--- src/rtl/rob_pkg.sv ---
// Shared types and branch decode for the reorder buffer.
package rob_pkg;

  typedef enum logic [1:0] {
    DST_NONE = 2'd0,
    DST_REG  = 2'd1,
    DST_MEM  = 2'd2
  } dst_type_e;

  localparam logic [5:0] OP_BR_A = 6'b111001;
  localparam logic [5:0] OP_BR_B = 6'b111101;
  localparam logic [5:0] OP_BR_C = 6'b110000;
  localparam logic [5:0] OP_BR_D = 6'b110100;

  function automatic logic is_branch(input logic [5:0] op);
    return (op == OP_BR_A) || (op == OP_BR_B) || (op == OP_BR_C) || (op == OP_BR_D);
  endfunction

endpackage

--- src/rtl/rob_ptr.sv ---
// Wrapping ring pointer; DEPTH is a power of two so natural overflow wraps it.
module rob_ptr #(
  parameter int unsigned TAG_W = 3
) (
  input  logic             clk,
  input  logic             rst_n,
  input  logic             inc,
  input  logic             clr,
  output logic [TAG_W-1:0] ptr
);

  always_ff @(posedge clk or negedge rst_n) begin
    if (!rst_n)   ptr <= '0;
    else if (clr) ptr <= '0;
    else if (inc) ptr <= ptr + TAG_W'(1);
  end

endmodule

--- src/rtl/rob_ring.sv ---
// Circular reorder buffer: tail allocation, CDB writeback, in-order commit, branch flush.
// Optional feature macro: ROB_BRANCH_FLUSH_EN (taken-branch flush at head).
module rob_ring
  import rob_pkg::*;
#(
  parameter int unsigned DEPTH  = 8,
  parameter int unsigned DATA_W = 64,
  parameter int unsigned OP_W   = 6,
  parameter int unsigned TAG_W  = $clog2(DEPTH)
) (
  input  logic              clk,
  input  logic              rst_n,
  input  logic              alloc_valid,
  input  logic [OP_W-1:0]   alloc_op,
  input  logic [DATA_W-1:0] alloc_dst,
  input  logic [1:0]        alloc_dst_type,
  output logic              alloc_ready,
  output logic [TAG_W-1:0]  alloc_tag,
  input  logic              cdb_valid,
  input  logic [TAG_W-1:0]  cdb_tag,
  input  logic [DATA_W-1:0] cdb_data,
  input  logic              cdb_taken,
  output logic              commit_reg_valid,
  output logic [DATA_W-1:0] commit_reg_id,
  output logic [DATA_W-1:0] commit_reg_data,
  output logic              commit_st_valid,
  input  logic              commit_st_ready,
  output logic [DATA_W-1:0] commit_st_addr,
  output logic [DATA_W-1:0] commit_st_data,
  output logic              flush,
  output logic [TAG_W:0]    count,
  output logic              empty
);

  localparam logic [TAG_W:0] FULL_CNT = (TAG_W+1)'(DEPTH);

  logic [DEPTH-1:0]  ent_valid;
  logic [DEPTH-1:0]  ent_ready;
  logic [OP_W-1:0]   ent_op   [DEPTH];
  logic [DATA_W-1:0] ent_dst  [DEPTH];
  logic [DATA_W-1:0] ent_val  [DEPTH];
  dst_type_e         ent_type [DEPTH];

  logic [TAG_W-1:0]  head;
  logic [TAG_W-1:0]  tail;
  logic [TAG_W:0]    count_next;
  logic              alloc_fire;
  logic              cdb_hit;
  logic              head_hit;
  logic              head_ready;
  logic [DATA_W-1:0] head_val;
  logic              head_taken;
  logic              retire;
  logic              do_flush;
  logic              reg_issue;
  logic              st_issue;

`ifdef ROB_BRANCH_FLUSH_EN
  logic [DEPTH-1:0] ent_taken;
`else
  logic unused_branch;
  assign unused_branch = ^{cdb_taken, ent_op[head]};
`endif

  rob_ptr #(.TAG_W(TAG_W)) u_head (
    .clk   (clk),
    .rst_n (rst_n),
    .inc   (retire),
    .clr   (do_flush),
    .ptr   (head)
  );

  rob_ptr #(.TAG_W(TAG_W)) u_tail (
    .clk   (clk),
    .rst_n (rst_n),
    .inc   (alloc_fire && !do_flush),
    .clr   (do_flush),
    .ptr   (tail)
  );

  assign alloc_tag = tail;

  // A CDB write landing on the head entry is bypassed so it can commit on the same edge.
  always_comb begin
    alloc_fire = alloc_valid && alloc_ready;
    cdb_hit    = cdb_valid && ent_valid[cdb_tag];
    head_hit   = cdb_hit && (cdb_tag == head);
    head_ready = ent_valid[head] && (ent_ready[head] || head_hit);
    head_val   = head_hit ? cdb_data : ent_val[head];
`ifdef ROB_BRANCH_FLUSH_EN
    head_taken = head_hit ? (is_branch(6'(ent_op[head])) && cdb_taken) : ent_taken[head];
`else
    head_taken = 1'b0;
`endif
    retire    = 1'b0;
    do_flush  = 1'b0;
    reg_issue = 1'b0;
    st_issue  = 1'b0;
    if (commit_st_valid) begin
      retire = commit_st_ready;
    end else if (head_ready) begin
      case (ent_type[head])
        DST_REG: begin
          reg_issue = 1'b1;
          retire    = 1'b1;
        end
        DST_MEM: st_issue = 1'b1;
        default: begin
          if (head_taken) do_flush = 1'b1;
          else            retire   = 1'b1;
        end
      endcase
    end
    if (do_flush) count_next = '0;
    else count_next = count + (TAG_W+1)'(alloc_fire) - (TAG_W+1)'(retire);
  end

  always_ff @(posedge clk or negedge rst_n) begin
    if (!rst_n) begin
      ent_valid <= '0;
      ent_ready <= '0;
`ifdef ROB_BRANCH_FLUSH_EN
      ent_taken <= '0;
`endif
    end else if (do_flush) begin
      ent_valid <= '0;
    end else begin
      if (cdb_hit) begin
        ent_ready[cdb_tag] <= 1'b1;
`ifdef ROB_BRANCH_FLUSH_EN
        if (is_branch(6'(ent_op[cdb_tag]))) ent_taken[cdb_tag] <= cdb_taken;
`endif
      end
      if (alloc_fire) begin
        ent_valid[tail] <= 1'b1;
        ent_ready[tail] <= 1'b0;
`ifdef ROB_BRANCH_FLUSH_EN
        ent_taken[tail] <= 1'b0;
`endif
      end
      if (retire) ent_valid[head] <= 1'b0;
    end
  end

  // Payload needs no reset: it is only observed through entries whose valid bit is set.
  always_ff @(posedge clk) begin
    if (alloc_fire && !do_flush) begin
      ent_op[tail]   <= alloc_op;
      ent_dst[tail]  <= alloc_dst;
      ent_type[tail] <= dst_type_e'(alloc_dst_type);
    end
    if (cdb_hit && !do_flush) ent_val[cdb_tag] <= cdb_data;
  end

  always_ff @(posedge clk or negedge rst_n) begin
    if (!rst_n) begin
      commit_reg_valid <= 1'b0;
      commit_reg_id    <= '0;
      commit_reg_data  <= '0;
      commit_st_valid  <= 1'b0;
      commit_st_addr   <= '0;
      commit_st_data   <= '0;
      count            <= '0;
      empty            <= 1'b1;
      alloc_ready      <= 1'b1;
    end else begin
      commit_reg_valid <= reg_issue;
      if (reg_issue) begin
        commit_reg_id   <= ent_dst[head];
        commit_reg_data <= head_val;
      end
      if (st_issue) begin
        commit_st_valid <= 1'b1;
        commit_st_addr  <= ent_dst[head];
        commit_st_data  <= head_val;
      end else if (commit_st_valid && commit_st_ready) begin
        commit_st_valid <= 1'b0;
      end
      count       <= count_next;
      empty       <= (count_next == '0);
      alloc_ready <= (count_next != FULL_CNT);
    end
  end

`ifdef ROB_BRANCH_FLUSH_EN
  always_ff @(posedge clk or negedge rst_n) begin
    if (!rst_n) flush <= 1'b0;
    else        flush <= do_flush;
  end
`else
  assign flush = 1'b0;
`endif

endmodule
--- config.mk ---
export PLATFORM = sky130hd
export DESIGN_NAME = rob_ring
export DESIGN_NICKNAME = d
export VERILOG_FILES = /design/src/rtl/rob_pkg.sv /design/src/rtl/rob_ptr.sv /design/src/rtl/rob_ring.sv
export SDC_FILE = /design/constraint.sdc
export NUM_CORES = 2
export LEC_CHECK = 0
export CELL_PAD_IN_SITES_DETAIL_PLACEMENT = 0
export CELL_PAD_IN_SITES_GLOBAL_PLACEMENT = 1
export CORE_MARGIN = 4
export CORE_UTILIZATION = 45
export DETAILED_ROUTE_END_ITERATION = 12
export HOLD_SLACK_MARGIN = 0.08
export PLACE_DENSITY_LB_ADDON = 0.1
export RECOVER_POWER = 100
export SLEW_MARGIN = 20
export SYNTH_ARGS = -nofsm -noshare
export SYNTH_HDL_FRONTEND = slang
export SYNTH_SLANG_ARGS = --single-unit
--- constraint.sdc ---
create_clock -name clk -period 13.9 [get_ports clk]
set_input_delay 2.085 -clock clk [delete_from_list [all_inputs] [get_ports clk]]
set_output_delay 2.085 -clock clk [all_outputs]
set_load 0.05 [all_outputs]
# Word-level counts from Yosys, hierarchy flattened
# Memory sizes are Yosys's and may differ from the RTL's.
# Cells that the tools add are included.
[word_totals]
ff_bits = 286
mem_bits_rw = 1040
output_inout_bits = 268
mem_count = 3
[mem_list]
columns = ["name", "words", "width", "read_ports", "rd_ports_with_merged_regs", "write_ports", "line", "rtl"]
rows = [
  ["ent_dst", 8, 64, 1, 0, 1, "rob_ring.sv:40", "logic [DATA_W-1:0] ent_dst [DEPTH];"],
  ["ent_val", 8, 64, 1, 0, 1, "rob_ring.sv:41", "logic [DATA_W-1:0] ent_val [DEPTH];"],
  ["ent_type", 8, 2, 1, 0, 1, "rob_ring.sv:42", "dst_type_e ent_type [DEPTH];"],
]
[op_classes]
add_sub_neg = 4
magnitude_cmp = 6
n_eq_ne = 4
mux = 32
bitwise = 6
reduce_logical = 11
[ops]
columns = ["op", "count"]
rows = [
  ["64-bit two-way mux", 1],
  ["8-bit two-way mux", 4],
  ["1-bit two-way mux", 21],
  ["8-bit AND", 2],
  ["8-bit NOT", 2],
  ["8-bit bitwise OR", 2],
  ["3-bit by 4-bit less-than comparator with 1-bit output (second input constant)", 3],
  ["1-bit binary-select mux with 3-bit select", 3],
  ["1-bit demux with 3-bit select", 3],
  ["3-bit by 1-bit greater-or-equal comparator with 1-bit output (second input constant)", 3],
  ["1-bit logical AND", 8],
  ["3-bit by 1-bit adder with 3-bit output (second input constant)", 2],
  ["4-bit by 1-bit adder with 4-bit output", 1],
  ["4-bit zero test", 1],
  ["4-bit != test (second input constant)", 1],
  ["4-bit by 1-bit subtractor with 4-bit output", 1],
  ["3-bit == test", 1],
  ["2-bit by 1-bit == test with 1-bit output (second input constant)", 1],
  ["2-bit == test (second input constant)", 1],
  ["2-bit nonzero test", 1],
  ["1-bit logical OR", 1],
]

# Longest topological paths before layout
[logic_depth]
ltp_word = 10
ltp_mapped = 14
depth_no_buf = 13

# By module
# From an unflattened synthesis, not the netlist that was laid out.
[hier_totals]
hier_cells = 2779
hier_area_um2 = 50837.5
[modules_own_cells]
columns = ["mod", "n_inst", "cells_per_inst", "area_each_um2", "seq_area_each_um2"]
rows = [
  ["rob_ring", 1, 2757, 50564.7, 38239.2],
  ["rob_ptr", 2, 11, 136.4, 75.1],
]

# Worst setup path after synthesis
# Ideal clock, no wire load.
[synth_path]
path_type = "input to register"
from = "input port cdb_tag[0]"
to = "memory ent_val[1][0] (enable)"
t_arrival_ns = 8.891
t_required_ns = 13.253
path_slack_ns = 4.361
path_stages = 4
path_cell_list = "buf_2 > o311a_1 > and2_1 > nor4_1"
[synth_via]
elab_chain_cells = 5
[synth_rtl]
columns = ["item", "line", "rtl"]
rows = [
  ["start: declaration", "rob_ring.sv:20", "input logic [TAG_W-1:0] cdb_tag,"],
  ["1-bit binary-select mux with 3-bit select", "rob_ring.sv:86", "cdb_hit = cdb_valid && ent_valid[cdb_tag];"],
  ["1-bit two-way mux (implied by the code)", "rob_ring.sv:86", ""],
  ["1-bit logical AND", "rob_ring.sv:86", ""],
  ["1-bit two-way mux", "rob_ring.sv:152", "if (cdb_hit && !do_flush) ent_val[cdb_tag] <= cdb_data;"],
  ["1-bit two-way mux (implied by the code)", "rob_ring.sv:152", ""],
  ["end: declaration", "rob_ring.sv:41", ""],
]
# Parallel ways exist; a longest one is shown, timed or not. The select of a mux whose other input is x is not followed.

# Worst setup path in the final report
[layout_path]
from = "input port cdb_tag[1]"
to = "register commit_reg_data[54]"
[layout_via]
elab_chain_cells = 8
elab_cells_between_ends = 10
cone_classes = "eq/ne (1); mux (5); reduce/logical (4)"
[layout_rtl]
columns = ["item", "line", "rtl"]
rows = [
  ["1-bit binary-select mux with 3-bit select", "rob_ring.sv:86", ""],
  ["1-bit two-way mux (implied by the code)", "rob_ring.sv:86", ""],
  ["1-bit logical AND", "rob_ring.sv:86", ""],
  ["1-bit logical AND *", "rob_ring.sv:87", "head_hit = cdb_hit && (cdb_tag == head);"],
  ["1-bit logical OR", "rob_ring.sv:88", "head_ready = ent_valid[head] && (ent_ready[head] || head_hit);"],
  ["1-bit logical AND", "rob_ring.sv:88", ""],
  ["1-bit two-way mux", "rob_ring.sv:101", "end else if (head_ready) begin"],
  ["1-bit two-way mux", "rob_ring.sv:99", "if (commit_st_valid) begin"],
  ["end signal: assignment", "rob_ring.sv:170", "commit_reg_data <= head_val;"],
  ["end: declaration", "rob_ring.sv:25", "output logic [DATA_W-1:0] commit_reg_data,"],
]
# Every way passes the cells marked *; elsewhere a longest branch is shown, timed or not. The select of a mux whose other input is x is not followed.
# A chain may end at the register's enable or synchronous reset.

==> summary.txt <==
Drt
  – DRT Pass-1 Iters: 4
  – DR WL/cell: 24.15 microns
  – Post-DR vias/cell: 5.405
  – First DRT Iteration DRCs: 1740
  – WL final: 118.3 mm
  – DRC violations left: 0
  – Routed Antenna Nets: 0
  – Via count: 26.49k

CTS
  – Post-CTS Hold Fix Bufs: 0
  – Post-CTS sizing: 0
  – Worst-path clk slew: 0.06 ns
  – Root Buffer: clkbuf_16
  – Htree depth: 4
  – CTS max path bufs: 3
  – Postcts setup bufs: 0
  – Total CTS buffers: 143
  – Clk sinks: 1326
  – Clk Latency, worst-skew pair: 0.73 ns
  – CTS tree: done

GRT
  – GRT Util Overall: 20.27%
  – Gr busiest metal: met2
  – GR Util met2: 34.60%
  – Vias in the first global route: 28.11k
  – Remaining global-route overflow: 0
  – Met3 Use GR: 4.458%
  – Initial antenna violation count: 51
  – First-pass GRT wire length: 177.5 mm
  – Largest net degree at the start of global routing: 156
  – GR met1 Demand/Resource: 26.23%

Worst setup path
  – Slowest CP cell: clkbuf_1
  – Arr. time, crit path: 8.63 ns
  – Worst path bufs/invs: 3
  – Req. time, crit path: 14.36 ns
  – Crit path cell chain: dlygate4sd3_1 > mux2i_1 > o311a_1 > a31o_1 > a211oi_1 > clkbuf_1 > clkbuf_1 > mux2i_1
  – Depth of the worst register-to-register path: 8
  – CP max FO: 58
  – Crit-path max cell delay: 2.35 ns
  – Largest delay share family, worst path: buffers and inverters
  – FF-to-FF End: commit_reg_data[54]$_DFFE_PN0P_
  – Crit end category: flip-flop
  – Reg2reg setup slack: 6.26 ns
  – Critical path class: input pin to flip-flop
  – R2R Path Start: u_head.ptr[2]$_DFFE_PN0N_
  – Startpoint types: input pin

Die
  – Die height: 342.4 microns
  – Core Box Area: 0.1108 sq mm
  – Num rows: 122
  – Width of the die: 342.4 microns
  – Die ar.: 0.1172 sq mm
  – IO Count: 413
  – Initial core utilization: 45.40%

Placed design
  – Routability cong.: 0.7530
  – PortBufs: 404
  – DP Area: 0.05604 sq mm
  – Post-Place Cells: 4617
  – Dpl hpwl: 66.22 mm

STA
  – Rel. slew slack: -254.2%
  – Setup TNS Final: 0 ns
  – Slew @ Worst Pin: 5.313 ns
  – Worst Skew: 0.02131 ns
  – Max-slew violations: 1559
  – RSZ-0062 raised after global routing: no
  – Final number of setup-violating endpoints: 0
  – Final period util: 58.74%
  – FMAX: 0.1225 GHz
  – Final Hold Fails: 0
  – Min Tclk post-route: 8.165 ns

Synthesis
  – Synth async-reset ratio: 21.57%
  – Post-synth top flop: edfxtp_1
  – Yosys cell types: 47
  – Cell Area, Synth: 0.05031 sq mm
  – Ys Warns: 0
  – Post-synthesis sequential area ratio: 76.30%
  – FF+latch count, synth: 1326
  – EDFF count, synth: 1040
  – Adder-cell share of the synthesized area: 0.1890%
  – Synth Instances: 2835
  – Complex-gate fraction of the synthesized area: 4.566%
  – XOR/XNOR Fraction of Synth Area: 0.1741%
  – Synth Area in Simple Gates: 2.817%
  – Largest family of logic cells by synthesized area: multiplexers
  – Mapped Nets: 2987
  – Syn Area/Cell: 17.75 sq um
  – Multiplexer share of the synthesized area: 13.90%

Worst hold path
  – HP Start: commit_st_data[18]$_DFFE_PN0P_
  – Hold Path Depth: 2
  – Hold Path Class: flip-flop to flip-flop
  – Hold Crit Endpoint: commit_st_data[18]$_DFFE_PN0P_

Outcome
  – Status: complete, but fails checks
  – Failing checks: max-capacitance violations, max-slew violations

Layout
  – Final nets: 3428
  – Layout cells sized above 1: 11.53%
  – Final Instance Area: 0.06071 sq mm
  – Fin cells: 4901
  – Layout area overhead: 20.66%

Power
  – Worst vdd ir: 0.1790 mV
  – P per Cell Area: 233.5 mW/mm^2
  – Overall Power: 14.17 mW
  – LEAKAGE: 21.84 nW

Flow run
  – Max-Cap Viols: 36
[sequential cells by signal (all words and copies together) (netlist names), 3 cells and up]
name / count
ent_val: 512
commit_st_addr: 64
ent_type: 16
count: 4
u_head.ptr: 3
commit_reg_data: 64
ent_dst: 512
ent_ready: 8
commit_reg_id: 64
ent_valid: 8
commit_st_data: 64
u_tail.ptr: 3
[cell usage in the layout, fill, tap and decap left out, types with 3 or more instances in the layout]
| cell type | Yosys | layout |
|---|---|---|
| nor2_1 | 81 | 80 |
| bufinv_16 | 0 | 17 |
| clkinv_1 | 0 | 14 |
| nand3_1 | 3 | 3 |
| mux4_2 | 135 | 135 |
| o21ai_1 | 72 | 5 |
| a21oi_1 | 74 | 74 |
| clkdlybuf4s50_1 | 0 | 4 |
| o21ai_0 | 121 | 188 |
| inv_1 | 71 | 71 |
| clkinv_2 | 0 | 30 |
| nor3_1 | 6 | 6 |
| xnor2_1 | 8 | 8 |
| ha_1 | 6 | 6 |
| o21ba_2 | 4 | 4 |
| mux2_2 | 6 | 6 |
| clkinvlp_4 | 0 | 4 |
| nand2_1 | 139 | 138 |
| clkbuf_8 | 0 | 6 |
| clkbuf_16 | 0 | 152 |
| edfxtp_1 | 1040 | 1040 |
| dlygate4sd3_1 | 0 | 399 |
| o22ai_1 | 129 | 129 |
| clkbuf_1 | 83 | 69 |
| mux2i_1 | 388 | 388 |
| nor2b_1 | 5 | 5 |
| inv_6 | 0 | 4 |
| dfrtp_4 | 0 | 3 |
| or3_1 | 64 | 64 |
| dfrtp_1 | 284 | 281 |
| diode_2 | 0 | 22 |
| buf_4 | 6 | 12 |
[power by group]
part	total [mW]	switching (mW)	internal, mW
clock network	3.82	1.48	2.34
logic	5.06	3.31	1.75
registers	5.30	0.324	4.97
total	14.2	5.12	9.06
[cell usage after synthesis (all sizes together), types with 2 or more instances]
master | number | area [sq um]
a211o | 2 | 17.52
buf | 80 | 454.2
nand2b | 4 | 25.02
edfxtp | 1040 | 31230
nand2 | 139 | 521.8
clkbuf | 83 | 311.6
nor3 | 6 | 30.03
o21ai | 193 | 965.9
dfstp | 2 | 52.55
a21oi | 74 | 370.4
a21boi | 2 | 15.01
mux4 | 135 | 3040
nor2b | 5 | 31.28
nor2 | 81 | 304.0
xnor2 | 8 | 70.07
nor3b | 2 | 15.01
nand3 | 3 | 15.01
o22a | 2 | 17.52
o21ba | 4 | 40.04
dfrtp | 284 | 7107
mux2 | 6 | 67.56
inv | 71 | 266.5
nor4 | 2 | 12.51
o22ai | 129 | 807.0
mux2i | 388 | 3884
and2 | 2 | 12.51
a31oi | 3 | 18.77
xor2 | 2 | 17.52
ha | 6 | 75.07
or3 | 64 | 400.4
[routing by layer]
layer  up-vias  wire length (microns)
met4        20                   2546
met1     13730                  49270
met3       184                   6602
met2       622                  59810
li1      11930                      -
met5         -                    115
[tightest hold or removal path, delay by kind of cell, from the launching register on]
family | cells | cell delay (ns)
DFF | 1 | 0.33
AOI/OAI and AO/OA | 1 | 0.06
and+or+nand+nor | 1 | 0.04
[kinds of logic after synthesis]
| logic type | after synthesis |
|---|---|
| XOR/XNOR | 10 |
| flip-flops | 1326 |
| multiplexers | 529 |
| other | 1 |
| adder cells (fa/ha/maj) | 7 |
| buffers and inverters | 234 |
| AND/OR/NAND/NOR | 314 |
| AO/OA/AOI/OAI | 414 |
[through the flow]
step                      setup WS, ns  utilization [%]  hold WS [ns]
after detailed placement         7.487            50.57        0.4694
after CTS                        8.298            54.90        0.4837
after global routing             4.620            54.75        0.5001
final                            5.735            54.78        0.4736
after global placement           7.546            50.55        0.4610
after floorplan                  4.361                -        0.4548
[area by class of cell]
| class | count | area (sq um) |
|---|---|---|
| Tap cell | 1488 | 1862 |
| Clock buffer | 189 | 4003 |
| Multi-Input combinational cell | 1275 | 10930 |
| Sequential cell | 1326 | 38400 |
| Fill cell | 8744 | 50110 |
| Inverter | 71 | 266.5 |
| Antenna cell | 22 | 55.05 |
| Timing Repair Buffer | 459 | 4384 |
| Clock inverter | 71 | 803.3 |
[worst max-delay path by stage]
stage / end / slack, ns / cells past startpoint / from
finish: commit_reg_data[54]$_DFFE_PN0P_ / 5.74 / 8 / cdb_tag[1]
global route: commit_st_addr[35]$_DFFE_PN0P_ / 4.62 / 2 / rst_n
CTS: commit_st_data[36]$_DFFE_PN0P_ / 8.30 / 8 / cdb_tag[2]
detailed placement: commit_st_data[36]$_DFFE_PN0P_ / 7.49 / 8 / cdb_tag[2]
global placement: commit_st_data[28]$_DFFE_PN0P_ / 7.55 / 8 / cdb_tag[2]
floorplan: ent_val[1][0]$_DFFE_PP_ / 4.36 / 4 / cdb_tag[0]
Note: power is estimated with default switching activity, not from simulation.
